**config.mk**
```make
export PLATFORM = sky130hd
export DESIGN_NAME = noc_traffic_ctrl
export DESIGN_NICKNAME = d
export VERILOG_FILES = /design/src/rtl/noc_pattern_pkg.sv /design/src/rtl/noc_pattern_gen.sv /design/src/rtl/noc_traffic_ctrl.sv
export SDC_FILE = /design/constraint.sdc
export NUM_CORES = 1
export LEC_CHECK = 0
export CORE_AREA = 2 2 145 147
export CTS_CLUSTER_SIZE = 30
export DETAILED_ROUTE_END_ITERATION = 10
export DIE_AREA = 0 0 147 149
export GPL_TIMING_DRIVEN = 0
export PLACE_DENSITY_LB_ADDON = 0.3
export RECOVER_POWER = 25
export SLEW_MARGIN = 40
export SYNTH_ARGS = -nofsm -noshare
export SYNTH_HDL_FRONTEND = slang
export SYNTH_SLANG_ARGS = --single-unit
export TNS_END_PERCENT = 10
```
**constraint.sdc**
```tcl
create_clock -name clk -period 6.45 [get_ports clk]
set_input_delay 0.9675 -clock clk [delete_from_list [all_inputs] [get_ports clk]]
set_output_delay 0.9675 -clock clk [all_outputs]
set_load 0.02 [all_outputs]
```
**src/rtl/noc_pattern_pkg.sv**
```systemverilog
// Shared types for the NoC traffic controller: pattern codes, per-PE config
// bus layout and the sequencing FSM encoding.
package noc_pattern_pkg;
  localparam int NUM_PE    = 8;
  localparam int PE_ID_W   = 3;
  localparam int DST_SEQ_W = 24;
  localparam int RATE_W    = 4;
  localparam int MODE_W    = 4;

  localparam logic [MODE_W-1:0] MODE_DST_SEQ = 4'b0001;
  localparam logic [MODE_W-1:0] MODE_TURN    = 4'b0000;

  typedef enum logic [2:0] {
    PAT_COMPLEMENT = 3'd0,
    PAT_BITREV     = 3'd1,
    PAT_ROTATE     = 3'd2,
    PAT_SHUFFLE    = 3'd3,
    PAT_TORNADO    = 3'd4,
    PAT_NEIGHBOR   = 3'd5,
    PAT_HOTSPOT    = 3'd6,
    PAT_TURN       = 3'd7
  } pattern_e;

  typedef enum logic [2:0] {
    ST_IDLE, ST_LOAD, ST_FLUSH, ST_SETTLE, ST_RUN, ST_DONE, ST_ERR
  } state_e;

  // Field layouts match the mesh buses: PE i occupies slice [W*i +: W].
  typedef struct packed {
    logic [NUM_PE-1:0][PE_ID_W-1:0]   send;
    logic [NUM_PE-1:0][PE_ID_W-1:0]   recv;
    logic [NUM_PE-1:0][RATE_W-1:0]    rate;
    logic [NUM_PE-1:0][DST_SEQ_W-1:0] dst;
    logic [NUM_PE-1:0][MODE_W-1:0]    mode;
  } pe_cfg_t;

  function automatic logic [PE_ID_W-1:0] pe_dest(pattern_e p, logic [PE_ID_W-1:0] i);
    case (p)
      PAT_COMPLEMENT: pe_dest = ~i;
      PAT_BITREV:     pe_dest = {i[0], i[1], i[2]};
      PAT_ROTATE:     pe_dest = {i[0], i[2:1]};
      PAT_SHUFFLE:    pe_dest = {i[1:0], i[2]};
      PAT_TORNADO:    pe_dest = i + 3'd3;
      PAT_NEIGHBOR:   pe_dest = i + 3'd1;
      default:        pe_dest = '0;
    endcase
  endfunction
endpackage

```
**src/rtl/noc_pattern_gen.sv**
```systemverilog
// Combinational map from a compact traffic pattern selection to the full set
// of per-PE configuration buses.
module noc_pattern_gen
  import noc_pattern_pkg::*;
(
  input  pattern_e             pattern_i,
  input  logic [PE_ID_W-1:0]   pkt_num_i,
  input  logic [RATE_W-1:0]    rate_i,
  output pe_cfg_t              cfg_o
);
  logic [NUM_PE-1:0][PE_ID_W-1:0]   send, recv;
  logic [NUM_PE-1:0][RATE_W-1:0]    rate;
  logic [NUM_PE-1:0][DST_SEQ_W-1:0] dst;
  logic [NUM_PE-1:0][MODE_W-1:0]    mode;

  for (genvar g = 0; g < NUM_PE; g++) begin : g_pe
    localparam logic [PE_ID_W-1:0] ID = PE_ID_W'(g);
    // Hotspot: every PE sends one packet to PE0, which expects all seven.
    localparam logic [PE_ID_W-1:0] HS_SEND = (g == 0) ? 3'd0 : 3'd1;
    localparam logic [PE_ID_W-1:0] HS_RECV = (g == 0) ? 3'd7 : 3'd0;

    assign send[g] = (pattern_i == PAT_HOTSPOT) ? HS_SEND :
                     (pattern_i == PAT_TURN)    ? 3'd7    : pkt_num_i;
    assign recv[g] = (pattern_i == PAT_HOTSPOT) ? HS_RECV :
                     (pattern_i == PAT_TURN)    ? 3'd7    : pkt_num_i;
    assign rate[g] = rate_i;
    assign dst[g]  = {{(DST_SEQ_W-PE_ID_W){1'b0}}, pe_dest(pattern_i, ID)};
    assign mode[g] = (pattern_i == PAT_TURN) ? MODE_TURN : MODE_DST_SEQ;
  end

  assign cfg_o = '{send: send, recv: recv, rate: rate, dst: dst, mode: mode};
endmodule

```
**src/rtl/noc_traffic_ctrl.sv**
```systemverilog
// Configures the 2x4 mesh from a pattern selection, sequences flush/settle/
// enable, then watches the PE finish flags for completion or timeout.
module noc_traffic_ctrl
  import noc_pattern_pkg::*;
#(
  parameter int          FLUSH_CYC   = 4,
  parameter int          SETTLE_CYC  = 100,
  parameter int          CNT_W       = 16,
  parameter int unsigned TIMEOUT_CYC = 16'hFFFF
) (
  input  logic                     clk,
  input  logic                     rst_n,
  input  logic                     start,
  input  logic [2:0]               pattern_sel,
  input  logic [2:0]               pkt_num,
  input  logic [3:0]               rate,
  input  logic [NUM_PE-1:0]        pe_task_receive_finish_flag,
  input  logic [NUM_PE-1:0]        pe_task_send_finish_flag,
  output logic [NUM_PE-1:0]        pe_enable,
  output logic [NUM_PE-1:0]        pe_dbg_mode_wire,
  output logic [3*NUM_PE-1:0]      pe_send_num_wire,
  output logic [3*NUM_PE-1:0]      pe_receive_num_wire,
  output logic [4*NUM_PE-1:0]      pe_rate_wire,
  output logic [24*NUM_PE-1:0]     pe_dst_seq_wire,
  output logic [4*NUM_PE-1:0]      pe_mode_wire,
  output logic [NUM_PE-1:0]        pe_flush_wire,
  output logic                     busy,
  output logic                     done,
  output logic                     timeout_err,
  output logic [CNT_W-1:0]         cycle_count
);
  localparam int PH_W = 16;
  localparam logic [PH_W-1:0]  FLUSH_LAST  = PH_W'(FLUSH_CYC - 1);
  localparam logic [PH_W-1:0]  SETTLE_LAST = PH_W'(SETTLE_CYC - 1);
  localparam logic [CNT_W-1:0] TMO         = CNT_W'(TIMEOUT_CYC);

  state_e              state_q, state_d;
  logic [PH_W-1:0]     ph_q, ph_d;
  pattern_e            sel_q, sel_d;
  logic [2:0]          pkt_q, pkt_d;
  logic [3:0]          rate_q, rate_d;
  pe_cfg_t             cfg_q, cfg_d, gen_cfg;
  logic [NUM_PE-1:0]   en_q, en_d, flush_q, flush_d;
  logic                done_q, done_d, err_q, err_d;
  logic [CNT_W-1:0]    cnt_q, cnt_d, cnt_inc;
  logic [NUM_PE-1:0]   pe_fin;
  logic                all_fin;

  noc_pattern_gen u_gen (
    .pattern_i (sel_q),
    .pkt_num_i (pkt_q),
    .rate_i    (rate_q),
    .cfg_o     (gen_cfg)
  );

  // A PE with nothing to send (or receive) counts as finished on that side.
  always_comb begin
    for (int i = 0; i < NUM_PE; i++)
      pe_fin[i] = (pe_task_send_finish_flag[i]    || cfg_q.send[i] == '0) &&
                  (pe_task_receive_finish_flag[i] || cfg_q.recv[i] == '0);
  end
  assign all_fin = &pe_fin;
  assign cnt_inc = (cnt_q == '1) ? cnt_q : cnt_q + 1'b1;

  always_comb begin
    state_d = state_q;
    ph_d    = ph_q;
    sel_d   = sel_q;
    pkt_d   = pkt_q;
    rate_d  = rate_q;
    cfg_d   = cfg_q;
    en_d    = en_q;
    flush_d = flush_q;
    done_d  = done_q;
    err_d   = err_q;
    cnt_d   = cnt_q;
    case (state_q)
      ST_IDLE, ST_DONE, ST_ERR: begin
        if (start) begin
          state_d = ST_LOAD;
          sel_d   = pattern_e'(pattern_sel);
          pkt_d   = pkt_num;
          rate_d  = rate;
          done_d  = 1'b0;
          err_d   = 1'b0;
          cnt_d   = '0;
          flush_d = '1;
          en_d    = '0;
        end
      end
      ST_LOAD: begin
        cfg_d   = gen_cfg;
        ph_d    = '0;
        state_d = ST_FLUSH;
      end
      ST_FLUSH: begin
        if (ph_q == FLUSH_LAST) begin
          flush_d = '0;
          ph_d    = '0;
          state_d = ST_SETTLE;
        end else begin
          ph_d = ph_q + 1'b1;
        end
      end
      ST_SETTLE: begin
        if (ph_q == SETTLE_LAST) begin
          en_d    = '1;
          state_d = ST_RUN;
        end else begin
          ph_d = ph_q + 1'b1;
        end
      end
      ST_RUN: begin
        cnt_d = cnt_inc;
        // cnt_q is still zero in the first RUN cycle, where flags are stale.
        if (cnt_q != '0 && all_fin) begin
          en_d    = '0;
          done_d  = 1'b1;
          state_d = ST_DONE;
        end else if (cnt_inc >= TMO) begin
          en_d    = '0;
          err_d   = 1'b1;
          state_d = ST_ERR;
        end
      end
      default: state_d = ST_IDLE;
    endcase
  end

  always_ff @(posedge clk or negedge rst_n) begin
    if (!rst_n) begin
      state_q <= ST_IDLE;
      ph_q    <= '0;
      sel_q   <= PAT_COMPLEMENT;
      pkt_q   <= '0;
      rate_q  <= '0;
      cfg_q   <= '0;
      en_q    <= '0;
      flush_q <= '1;
      done_q  <= 1'b0;
      err_q   <= 1'b0;
      cnt_q   <= '0;
    end else begin
      state_q <= state_d;
      ph_q    <= ph_d;
      sel_q   <= sel_d;
      pkt_q   <= pkt_d;
      rate_q  <= rate_d;
      cfg_q   <= cfg_d;
      en_q    <= en_d;
      flush_q <= flush_d;
      done_q  <= done_d;
      err_q   <= err_d;
      cnt_q   <= cnt_d;
    end
  end

  assign pe_enable           = en_q;
  assign pe_dbg_mode_wire    = '1;
  assign pe_send_num_wire    = cfg_q.send;
  assign pe_receive_num_wire = cfg_q.recv;
  assign pe_rate_wire        = cfg_q.rate;
  assign pe_dst_seq_wire     = cfg_q.dst;
  assign pe_mode_wire        = cfg_q.mode;
  assign pe_flush_wire       = flush_q;
  assign busy                = !(state_q inside {ST_IDLE, ST_DONE, ST_ERR});
  assign done                = done_q;
  assign timeout_err         = err_q;
  assign cycle_count         = cnt_q;
endmodule

```
==> impl_metrics.toml <==
[die]
dieWidth_um = 147
rows = 53
die_area_mm2 = 0.0219
start_util_pct = 32.1
ios = 376
core_mm2 = 0.0206
fp.dieH_um = 149

[clock_tree]
clock_path_buffers = 2
clock-sinks = 82
ctsResizeCount = 0
postCtsSetupBuffers = 0
cts_tree = "built"
clk_pin_slew_ns = 0.06
postCtsHoldBufs = 0
cts_made_buffers = 9
clk_latency_ns = 0.35
clock-root-buffer = "clkbuf_16"
htree_levels = 3

[synth]
synth_edf_count = 0
ys_ff_latch = 82
ys.warnings.count = 0
synth-adder-area-share_pct = 0.721
synth_ff_type = "dfrtp_1"
synth_most_common_cell = "buf_4"
syn_area_per_cell_um2 = 8.08
synth_xor_area_share_pct = 0.664
synthTopCellsByCount = "293 x buf_4, 109 x nand2_1, 81 x dfrtp_1"
synth.top_cells.by_area = "buf_4 33%, dfrtp_1 31%, nand2_1 6.2%, o21ai_0 4.0%, nor2_1 2.6%"
synth_compound_area_share_pct = 12.0
synthArstFlopShare_pct = 100
synth_mux_area_share_pct = 0.778
netlist_instances = 816
yosysTopAreaCellShare_pct = 33.4
yosysUniqueCellTypes = 60
synth_area_mm2 = 0.00660
yosys.area_share.simple_pct = 19.0
synth.yosys.seq_area_share_pct = 31.1
synth_top_area_cell = "buf_4"
synth_top_family_by_area = "buffers and inverters"

[critical_path]
endpoint_kind = "output port"
crit_chain = "clkbuf_1, nor3_1, a21oi_1, clkdlybuf4s50_1"
cp_slowest_cell = "clkdlybuf4s50_1"
arrival_ns = 2.16
worstPathRequired_ns = 5.48
path_max_fanout = 10
start_kind = "register"
crit_path_max_incr_delay_ns = 0.71
critical_path_class = "register to output port"
r2r_setup_slack_ns = 3.73

[sta]
hold_slack_ns = 0.475
worstMarginPinSlew_ns = 2.60
hold_viol = 0
fmax_mhz = 319
finalCriticalPeriod_ns = 3.13
fin_tns_setup_ns = 0
finalClockSkew_ns = 0.00789
slew_viol_final = 45
post-route-period-util_pct = 48.5
setup_viol = 0
relSlewSlack_pct = -73.4
worst_slack_ns = 3.32
rsz0062_at_grt = "no"

[min_path]
hp-class = "register to register"

[grt]
grt_pass1_vias = 5049
grt_pass1_wl_mm = 26.5
grt_use_total_pct = 15.0
grt_max_degree = 46
antenna_found_initial = 0
grt-ovfl-total = 0

[route]
routed_wl_mm = 17.3
route.detailed.drc = 0
dr_total_vias = 5941
drt_first_pass_iters = 5
drt-vias-per-instance = 4.01
first_iter_violations = 422
wl_per_cell_um = 11.7
antenna_left = 0

[place]
dpl.hpwl_mm = 13.8
io_buffers = 174
place.gp.congestion = 0.844
place_ws_ns = 3.40

[final_layout]
fillers = 2056
syn_to_final_growth_pct = 48.1
seq_area_mm2 = 0.00205
insertedDiodeCount = 0
nNetsFinal = 1233
drive_gt1_share_pct = 26.9
multi_input_area_mm2 = 0.00296
fin_util_pct = 47.5

[pwr]
ir_worst_vdd_mv = 0.121
p_leak_nw = 4.88
powerDensity_mw_per_mm2 = 369

[flow_run]
maxCapViolCount = 1

[status]
failed_checks = "capacitance limit, slew limit"
status = "finished, violations left"
[final cells by class]
cell class,count,area share [%]
plain buffers,326,23.8
clock buffers,10,2.34
clock inverters,6,0.769
inverters,6,0.231
multi-input cells,601,30.3
flip-flops and latches,82,21.0
well taps,275,3.52
repair buffers,175,18.0
[kinds of logic after synthesis]
kind of cell | Yosys count
DFF | 82
AOI/OAI and AO/OA | 127
and+or+nand+nor | 259
xor gates and xnor gates | 5
other | 2
adders and majority gates | 4
buffers and inverters | 332
muxes | 5
[state kept, by name, summed over array words and instances (netlist names)]
| signal | cells |
|---|---|
| pe_dst_seq_wire | 22 |
| cycle_count | 16 |
| ph_q | 16 |
| pe_rate_wire | 4 |
| rate_q | 4 |
| pe_receive_num_wire | 3 |
| pe_send_num_wire | 3 |
| pkt_q | 3 |
| sel_q | 3 |
| state_q | 3 |
| done | 1 |
| pe_enable | 1 |
| pe_flush_wire | 1 |
| pe_mode_wire | 1 |
| timeout_err | 1 |
[layer usage]
metal | vias to the layer above | track usage, % | share of wire, %
li1 | 3039 | - | -
met1 | 2599 | 18.3 | 40
met2 | 282 | 26.0 | 49
met3 | 21 | 3.73 | 9.4
met4 | 0 | 5.10 | 1.6
met5 | - | 0 | 0
[power breakdown]
part	total, mW	switching, mW	leakage [nW]	internal (mW)
Sequential	0.886	0.212	1.05	0.674
Clock	0.531	0.226	0.145	0.306
Combinational	2.18	1.04	3.68	1.15
Total	3.60	1.48	4.88	2.13
[critical path: cells and delay by family, from the launching register on]
| family | cells | cell delay [ns] |
|---|---|---|
| AND/OR/NAND/NOR | 1 | 0.11 |
| flip-flops | 1 | 0.42 |
| buffers and inverters | 2 | 1.07 |
| AO/OA/AOI/OAI | 1 | 0.22 |
[worst paths after layout]
| kind | start | end | cells past startpoint |
|---|---|---|---|
| worst min-delay path | rate_q[3] | pe_rate_wire[31] | 2 |
| worst max register to register | cycle_count[1] | state_q[1] | 8 |
| max in group asynchronous | rst_n | sel_q[2] | 1 |
| worst max-delay path | state_q[0] | busy | 4 |
| worst min register to register | rate_q[3] | pe_rate_wire[31] | 2 |
| min in group asynchronous | rst_n | cycle_count[5] | 1 |
[stage by stage]
step	cells	power [mW]	cell area, um^2
global route	1481	3.82	9770
detailed placement	1465	3.09	9450
global placement	1464	3.07	9430
floorplan	1015	2.18	7340
finish	1481	3.60	9770
CTS	1481	3.63	9760
[cell usage in the layout, fill, tap and decap left out, drive strengths merged, types with 5 or more instances in the layout]
master         Yosys  layout
clkbuf            29      40
nor2              45      45
nor4              13      13
and2               5       5
nor3              13      13
inv                6       8
nand2            109     109
o21ai             54      54
nand4             19      19
dfrtp             81      81
conb               2     201
o31ai              9       9
a31oi             10      10
a21oi             22      22
and3               7       7
clkdlybuf4s50      0     173
buf              297     298
nand3             15      15
nor2b             13      13
Note: power is estimated with default switching activity, not from simulation.
